File: src/rtl/midi_floppy_ctrl_if.sv
// rtl/midi_floppy_ctrl_if.sv - serial byte input and note-state output bundle for midi_floppy_ctrl
interface midi_floppy_ctrl_if;
   logic [7:0]  rx_data;
   logic        new_rx_data;
   logic        f_en;
   logic [21:0] f_sp;
   logic [6:0]  note;
   logic        evt;

   modport master (
      output rx_data, new_rx_data,
      input  f_en, f_sp, note, evt
   );

   modport slave (
      input  rx_data, new_rx_data,
      output f_en, f_sp, note, evt
   );
endinterface

File: src/rtl/midi_floppy_ctrl.sv
// rtl/midi_floppy_ctrl.sv - MIDI channel-message parser driving a monophonic floppy step setpoint
module midi_floppy_ctrl #(
   parameter logic [3:0] CHANNEL  = 4'd0,
   parameter logic [6:0] NOTE_MIN = 7'd24,
   parameter logic [6:0] NOTE_MAX = 7'd84
) (
   input  logic               clk,
   input  logic               rst_n,
   midi_floppy_ctrl_if.slave  bus
);
   typedef enum logic [1:0] {IDLE, WAIT_D1, WAIT_D2} state_t;

   state_t     state, state_nx;
   logic [3:0] rs_type, rs_type_nx;
   logic       rs_match, rs_match_nx;
   logic [6:0] d1_q, d1_nx;
   logic [7:0] byte_in;

   logic       msg_done;
   logic [6:0] msg_d1, msg_d2;

   logic       dec_on, dec_off, dec_alloff;
   logic [3:0] oct, semi;

   logic       s1_on, s1_off, s1_alloff;
   logic [6:0] s1_note;
   logic [3:0] s1_semi, s1_oct;

   logic       f_en_q, evt_q;
   logic [21:0] f_sp_q;
   logic [6:0] note_q;

   assign byte_in = bus.rx_data;

   always_ff @(posedge clk or negedge rst_n) begin
      if (!rst_n) begin
         state    <= IDLE;
         rs_type  <= 4'd0;
         rs_match <= 1'b0;
         d1_q     <= 7'd0;
      end else begin
         state    <= state_nx;
         rs_type  <= rs_type_nx;
         rs_match <= rs_match_nx;
         d1_q     <= d1_nx;
      end
   end

   // Realtime bytes (F8-FF) fall through untouched so they can sit inside a message.
   always_comb begin
      state_nx    = state;
      rs_type_nx  = rs_type;
      rs_match_nx = rs_match;
      d1_nx       = d1_q;
      msg_done    = 1'b0;
      msg_d1      = d1_q;
      msg_d2      = 7'd0;
      if (bus.new_rx_data && (byte_in < 8'hF8)) begin
         if (byte_in >= 8'hF0) begin
            state_nx = IDLE;
         end else if (byte_in[7]) begin
            rs_type_nx  = byte_in[7:4];
            rs_match_nx = (byte_in[3:0] == CHANNEL);
            state_nx    = WAIT_D1;
         end else begin
            case (state)
               WAIT_D1: begin
                  if (rs_type == 4'hC || rs_type == 4'hD) begin
                     msg_done = 1'b1;
                     msg_d1   = byte_in[6:0];
                  end else begin
                     d1_nx    = byte_in[6:0];
                     state_nx = WAIT_D2;
                  end
               end
               WAIT_D2: begin
                  msg_done = 1'b1;
                  msg_d2   = byte_in[6:0];
                  state_nx = WAIT_D1;
               end
               default: begin
                  state_nx = state;
               end
            endcase
         end
      end
   end

   always_comb begin
      dec_on     = 1'b0;
      dec_off    = 1'b0;
      dec_alloff = 1'b0;
      if (msg_done && rs_match) begin
         case (rs_type)
            4'h9: begin
               if (msg_d2 != 7'd0)
                  dec_on = (msg_d1 >= NOTE_MIN) && (msg_d1 <= NOTE_MAX);
               else
                  dec_off = 1'b1;
            end
            4'h8: dec_off = 1'b1;
            4'hB: dec_alloff = (msg_d1 == 7'd123) || (msg_d1 == 7'd120);
            default: dec_on = 1'b0;
         endcase
      end
   end

   // Octave and semitone of the note via a compare chain rather than a divider.
   always_comb begin
      oct = 4'd0;
      for (int i = 1; i <= 10; i++) begin
         if (int'(msg_d1) >= 12 * i)
            oct = 4'(i);
      end
      semi = 4'(msg_d1 - 7'(oct * 12));
   end

   always_ff @(posedge clk or negedge rst_n) begin
      if (!rst_n) begin
         s1_on     <= 1'b0;
         s1_off    <= 1'b0;
         s1_alloff <= 1'b0;
         s1_note   <= 7'd0;
         s1_semi   <= 4'd0;
         s1_oct    <= 4'd0;
      end else begin
         s1_on     <= dec_on;
         s1_off    <= dec_off;
         s1_alloff <= dec_alloff;
         s1_note   <= msg_d1;
         s1_semi   <= semi;
         s1_oct    <= oct;
      end
   end

   // Half-periods of the lowest octave (notes 0..11) at 50 MHz.
   function automatic logic [21:0] base_sp(input logic [3:0] k);
      case (k)
         4'd0:    base_sp = 22'd3057806;
         4'd1:    base_sp = 22'd2886184;
         4'd2:    base_sp = 22'd2724195;
         4'd3:    base_sp = 22'd2571297;
         4'd4:    base_sp = 22'd2426982;
         4'd5:    base_sp = 22'd2290766;
         4'd6:    base_sp = 22'd2162195;
         4'd7:    base_sp = 22'd2040840;
         4'd8:    base_sp = 22'd1926297;
         4'd9:    base_sp = 22'd1818182;
         4'd10:   base_sp = 22'd1716135;
         default: base_sp = 22'd1619816;
      endcase
   endfunction

   // Note-off matching uses the live note/enable so back-to-back events resolve in order.
   always_ff @(posedge clk or negedge rst_n) begin
      if (!rst_n) begin
         f_en_q <= 1'b0;
         f_sp_q <= 22'd0;
         note_q <= 7'd0;
         evt_q  <= 1'b0;
      end else begin
         evt_q <= 1'b0;
         if (s1_on) begin
            f_en_q <= 1'b1;
            f_sp_q <= base_sp(s1_semi) >> s1_oct;
            note_q <= s1_note;
            evt_q  <= 1'b1;
         end else if (s1_off && f_en_q && (s1_note == note_q)) begin
            f_en_q <= 1'b0;
            evt_q  <= 1'b1;
         end else if (s1_alloff) begin
            f_en_q <= 1'b0;
            evt_q  <= 1'b1;
         end
      end
   end

   assign bus.f_en = f_en_q;
   assign bus.f_sp = f_sp_q;
   assign bus.note = note_q;
   assign bus.evt  = evt_q;
endmodule
File: src/flat_wrapper.sv
// flat-port wrapper written by rule: the top's interface ports become plain ports
module midi_floppy_ctrl_flat 
#(
   parameter logic [3:0] CHANNEL  = 4'd0,
   parameter logic [6:0] NOTE_MIN = 7'd24,
   parameter logic [6:0] NOTE_MAX = 7'd84
)
  (clk, rst_n, bus_rx_data, bus_new_rx_data, bus_f_en, bus_f_sp, bus_note, bus_evt);
  midi_floppy_ctrl_if bus_i ();
  input  logic clk;
  input  logic rst_n;
  input wire logic [$bits(bus_i.rx_data)-1:0] bus_rx_data;
  input wire logic [$bits(bus_i.new_rx_data)-1:0] bus_new_rx_data;
  output wire logic [$bits(bus_i.f_en)-1:0] bus_f_en;
  output wire logic [$bits(bus_i.f_sp)-1:0] bus_f_sp;
  output wire logic [$bits(bus_i.note)-1:0] bus_note;
  output wire logic [$bits(bus_i.evt)-1:0] bus_evt;
  assign bus_i.rx_data = bus_rx_data;
  assign bus_i.new_rx_data = bus_new_rx_data;
  assign bus_f_en = bus_i.f_en;
  assign bus_f_sp = bus_i.f_sp;
  assign bus_note = bus_i.note;
  assign bus_evt = bus_i.evt;
  midi_floppy_ctrl #(.CHANNEL(CHANNEL), .NOTE_MIN(NOTE_MIN), .NOTE_MAX(NOTE_MAX)) u_core (.clk(clk), .rst_n(rst_n), .bus(bus_i));
endmodule
File: config.mk
export PLATFORM = sky130hd
export DESIGN_NAME = midi_floppy_ctrl_flat
export DESIGN_NICKNAME = d
export VERILOG_FILES = /design/src/rtl/midi_floppy_ctrl_if.sv /design/src/rtl/midi_floppy_ctrl.sv /design/src/flat_wrapper.sv
export SDC_FILE = /design/constraint.sdc
export NUM_CORES = 1
export LEC_CHECK = 0
export BUFFER_PORTS_ARGS = -buffer_cell sky130_fd_sc_hd__buf_2
export CORE_MARGIN = 2
export CORE_UTILIZATION = 50
export DETAILED_ROUTE_END_ITERATION = 10
export GPL_ROUTABILITY_DRIVEN = 1
export PLACE_DENSITY_LB_ADDON = 0.05
export SLEW_MARGIN = 15
export SYNTH_ARGS = -nofsm -noshare
export SYNTH_HDL_FRONTEND = slang
export SYNTH_SLANG_ARGS = --single-unit
File: constraint.sdc
create_clock -name clk -period 3.9 [get_ports clk]
set_clock_uncertainty 0.1 [all_clocks]
set_input_delay 0.39 -clock clk [delete_from_list [all_inputs] [get_ports clk]]
set_output_delay 0.39 -clock clk [all_outputs]
set_load 0.01 [all_outputs]
==> metrics.md <==
| Metric | Value |
|---|---|
| Clock Latency Late Sink | 0.34 ns |
| Final setup TNS | 0 ns |
| Unrepaired setup endpoints after global routing | false |
| CTS Sinks | 61 |
| Die W | 97.3 um |
| Post-synthesis sequential area ratio | 0.351 |
| Crit-path max FO | 12 |
| Final min period | 3.22 ns |
| Postcts setup bufs | 0 |
| Placed cells | 625 |
| Hold Vio Cnt, Final | 0 |
| RD Place Congestion | 0.969 |
| Initial antenna violation count | 0 |
| PwrDens | 835 mW/mm^2 |
| Largest net degree at the start of global routing | 48 |
| Overall routing resource usage | 0.254 |
| Routed WL | 11600 um |
| Number of distinct library cells after synthesis | 63 |
| Worst-margin pin slew | 0.797 ns |
| Fmax | 311 MHz |
| Final non-filler cell total | 642 |
| Worst rel slew slack | 0.462 |
| PortBufs | 41 |
| CTS tree | built |
| CTS root buf | clkbuf_8 |
| CTS Buf Count | 9 |
| Pleak | 2.27 nW |
| CP Launch Point | u_core.state[1]$_DFFE_PN0P_ |
| Critical path capture point type | flop |
| Area Growth Syn to Fin | 11.5% |
| Critical Path Most Common Cell | ha_1 |
| CP max stage delay | 0.58 ns |
| Synthesized Nets | 523 |
| Synth warn | 0 |
| Post-Syn Instances | 503 |
| Seq cells post-synth | 61 |
| Die area | 0.00947 sq mm |
| Max clock buf depth | 2 |
| # diodes | 0 |
| Area of the core | 0.00859 sq mm |
| Die Span Y | 97.3 um |
| Worst min path class | in2reg |
| # rows | 34 |
| Initial DRC Count | 211 |
| Vias in the first global route | 3762 |
| Dpl hpwl | 8580 um |
| Slowest-stage cell, CP | mux2i_1 |
| I/O pins | 42 |
| Asr flop ratio synth | 1.00 |
| Clock transition at the registers of the reported paths | 0.08 ns |
| RR Startpoint | u_core.state[1]$_DFFE_PN0P_ |
| Nets | 549 |
| Max cap viols | 0 |
| Bufs and invs on worst path | 1 |
| WL/cell | 18.1 um |
| Share of cells above drive strength 1 | 0.184 |
| Final setup viols | 0 |
| Most common cell after layout, fill and taps aside | dfrtp_1 |
| CP top delay family | multiplexers |
| Drt pass-1 iters | 4 |
| Outcome | finished clean |
| WP data arrival | 3.32 ns |
| Crit-path cells | inv_1 -> ha_1 -> nand3b_4 -> or3_1 -> mux2i_1 -> nor2_1 -> mux2_2 -> a221o_1 -> ha_1 -> xnor2_1 |
| Pre-CTS worst setup slack | 0.746 ns |
| Mean post-synth cell area | 8.65 sq um |
| Post-route setup slack | 0.683 ns |
| Type of the worst setup path | reg2reg |
| Core Util, Final | 0.565 |
| Final worst path period share | 0.825 |
| Synth Cell Area | 0.00435 sq mm |
| Commonest non-fill, non-tap cells in the layout | 61 x dfrtp_1, 43 x nor2_1, 40 x buf_2 |
| Via density | 6.17 |
| Hold Crit Start | bus_rx_data[1] |
| First-pass GRT wire length | 19400 um |
| Slew Viols, Final | 0 |
| Peak supply drop | 354 uV |
| Number of synthesized flops with an enable pin | 0 |
| Routed Antenna Nets | 0 |
| Post-route DRC violation count | 0 |
| Top_reg_cell synth | dfrtp_1 |
| Worst setup SP type | flop |
| Number of H-tree levels | 3 |
| Aggregate global routing overflow | 0 |
| Initial Util | 0.507 |
| Vias | 3960 |
| WP data required | 4.01 ns |
[timing repair]
item	CTS	global route
gates resized for setup	0	0
endpoints found under the hold margin	0	1
hold buffers	0	1
[final timing paths]
kind	to	slack, ns	cells past startpoint
max	u_core.s1_semi[3]$_DFF_PN0_	0.68	10
min	u_core.d1_q[1]$_DFFE_PN0P_	0.25	2
max reg2reg	u_core.s1_semi[3]$_DFF_PN0_	0.68	10
min reg2reg	u_core.bus.evt$_DFF_PN0_	0.36	2
max in group asynchronous	u_core.s1_semi[3]$_DFF_PN0_	2.53	3
min in group asynchronous	u_core.bus.f_sp[10]$_DFFE_PN0P_	0.50	2
[Yosys cell counts (8+ instances only)]
master,instances,share of area
dfrtp_1,61,0.35
nor2_1,43,0.037
nand2_1,35,0.030
inv_1,32,0.028
o21ai_0,31,0.036
clkbuf_1,28,0.024
a21oi_1,21,0.024
mux2i_1,20,0.046
mux2_2,18,0.047
nor3_1,12,0.014
o22ai_1,12,0.017
nand2b_1,11,0.016
nand3_1,11,0.013
o211ai_1,11,0.019
o221ai_1,11,0.022
nor2b_1,10,0.014
ha_1,9,0.026
nor4_1,8,0.011
xor2_1,8,0.016
[routing by layer]
layer | routed length [um] | share of wire | GRT usage
met5 | 0 | 0 | 0
met4 | 456 | 0.039 | 0.123
met3 | 559 | 0.048 | 0.0381
met2 | 5870 | 0.50 | 0.431
met1 | 4760 | 0.41 | 0.318
[cell families (layout without fill, tap and decap cells)]
logic type      Yosys count  after routing  share of synthesized area
simple gates            159            159                      0.185
compound gates          148            148                      0.237
buf+inv                  72            103                     0.0655
flops                    61             61                      0.351
mux                      42             42                      0.112
xor+xnor                 11             11                     0.0221
fa+ha+maj                10             10                     0.0282
[worst reg2reg max path: cells and delay by family, from the launching register on]
family | cells | cell delay, ns
compound gates | 1 | 0.32
xor+xnor | 1 | 0.12
fa+ha+maj | 2 | 0.45
buf+inv | 1 | 0.06
flops | 1 | 0.40
mux | 2 | 0.87
simple gates | 3 | 0.77
[cell type report]
class	instances	area, sq um
Inverter	34	128
Fill cell	801	3740
Timing Repair Buffer	53	300
Sequential cell	61	1530
Clock inverter	6	86.3
Tap cell	108	135
Multi-Input combinational cell	370	2540
Clock buffer	10	138
[per-stage QoR]
step           hold WS, ns  cell area [sq um]  power, mW
5_1_grt              0.256               4850       4.37
4_1_cts              0.189               4840       4.02
2_1_floorplan     -0.00559               4350       2.75
3_5_place_dp         0.353               4620       3.37
6_report             0.249               4850       4.05
3_3_place_gp         0.348               4620       3.37
[sequential cells by signal (all words and copies together), names as in the netlist]
name              count
u_core.bus.evt        1
u_core.bus.note       7
u_core.rs_match       1
u_core.s1_on          1
u_core.s1_semi        2
u_core.s1_note        7
u_core.s1_off         1
u_core.bus.f_sp      22
u_core.d1_q           7
u_core.bus.f_en       1
u_core.state          2
u_core.rs_type        4
u_core.s1_oct         4
u_core.s1_alloff      1
[where the power goes]
part           leakage (nW)  total, mW  switching [mW]  internal, mW
clock network         0.112      0.636           0.260         0.376
registers             0.799       1.00           0.250         0.754
logic                  1.36       2.41            1.46         0.954
No activity file was read; power rests on OpenSTA's default activity.
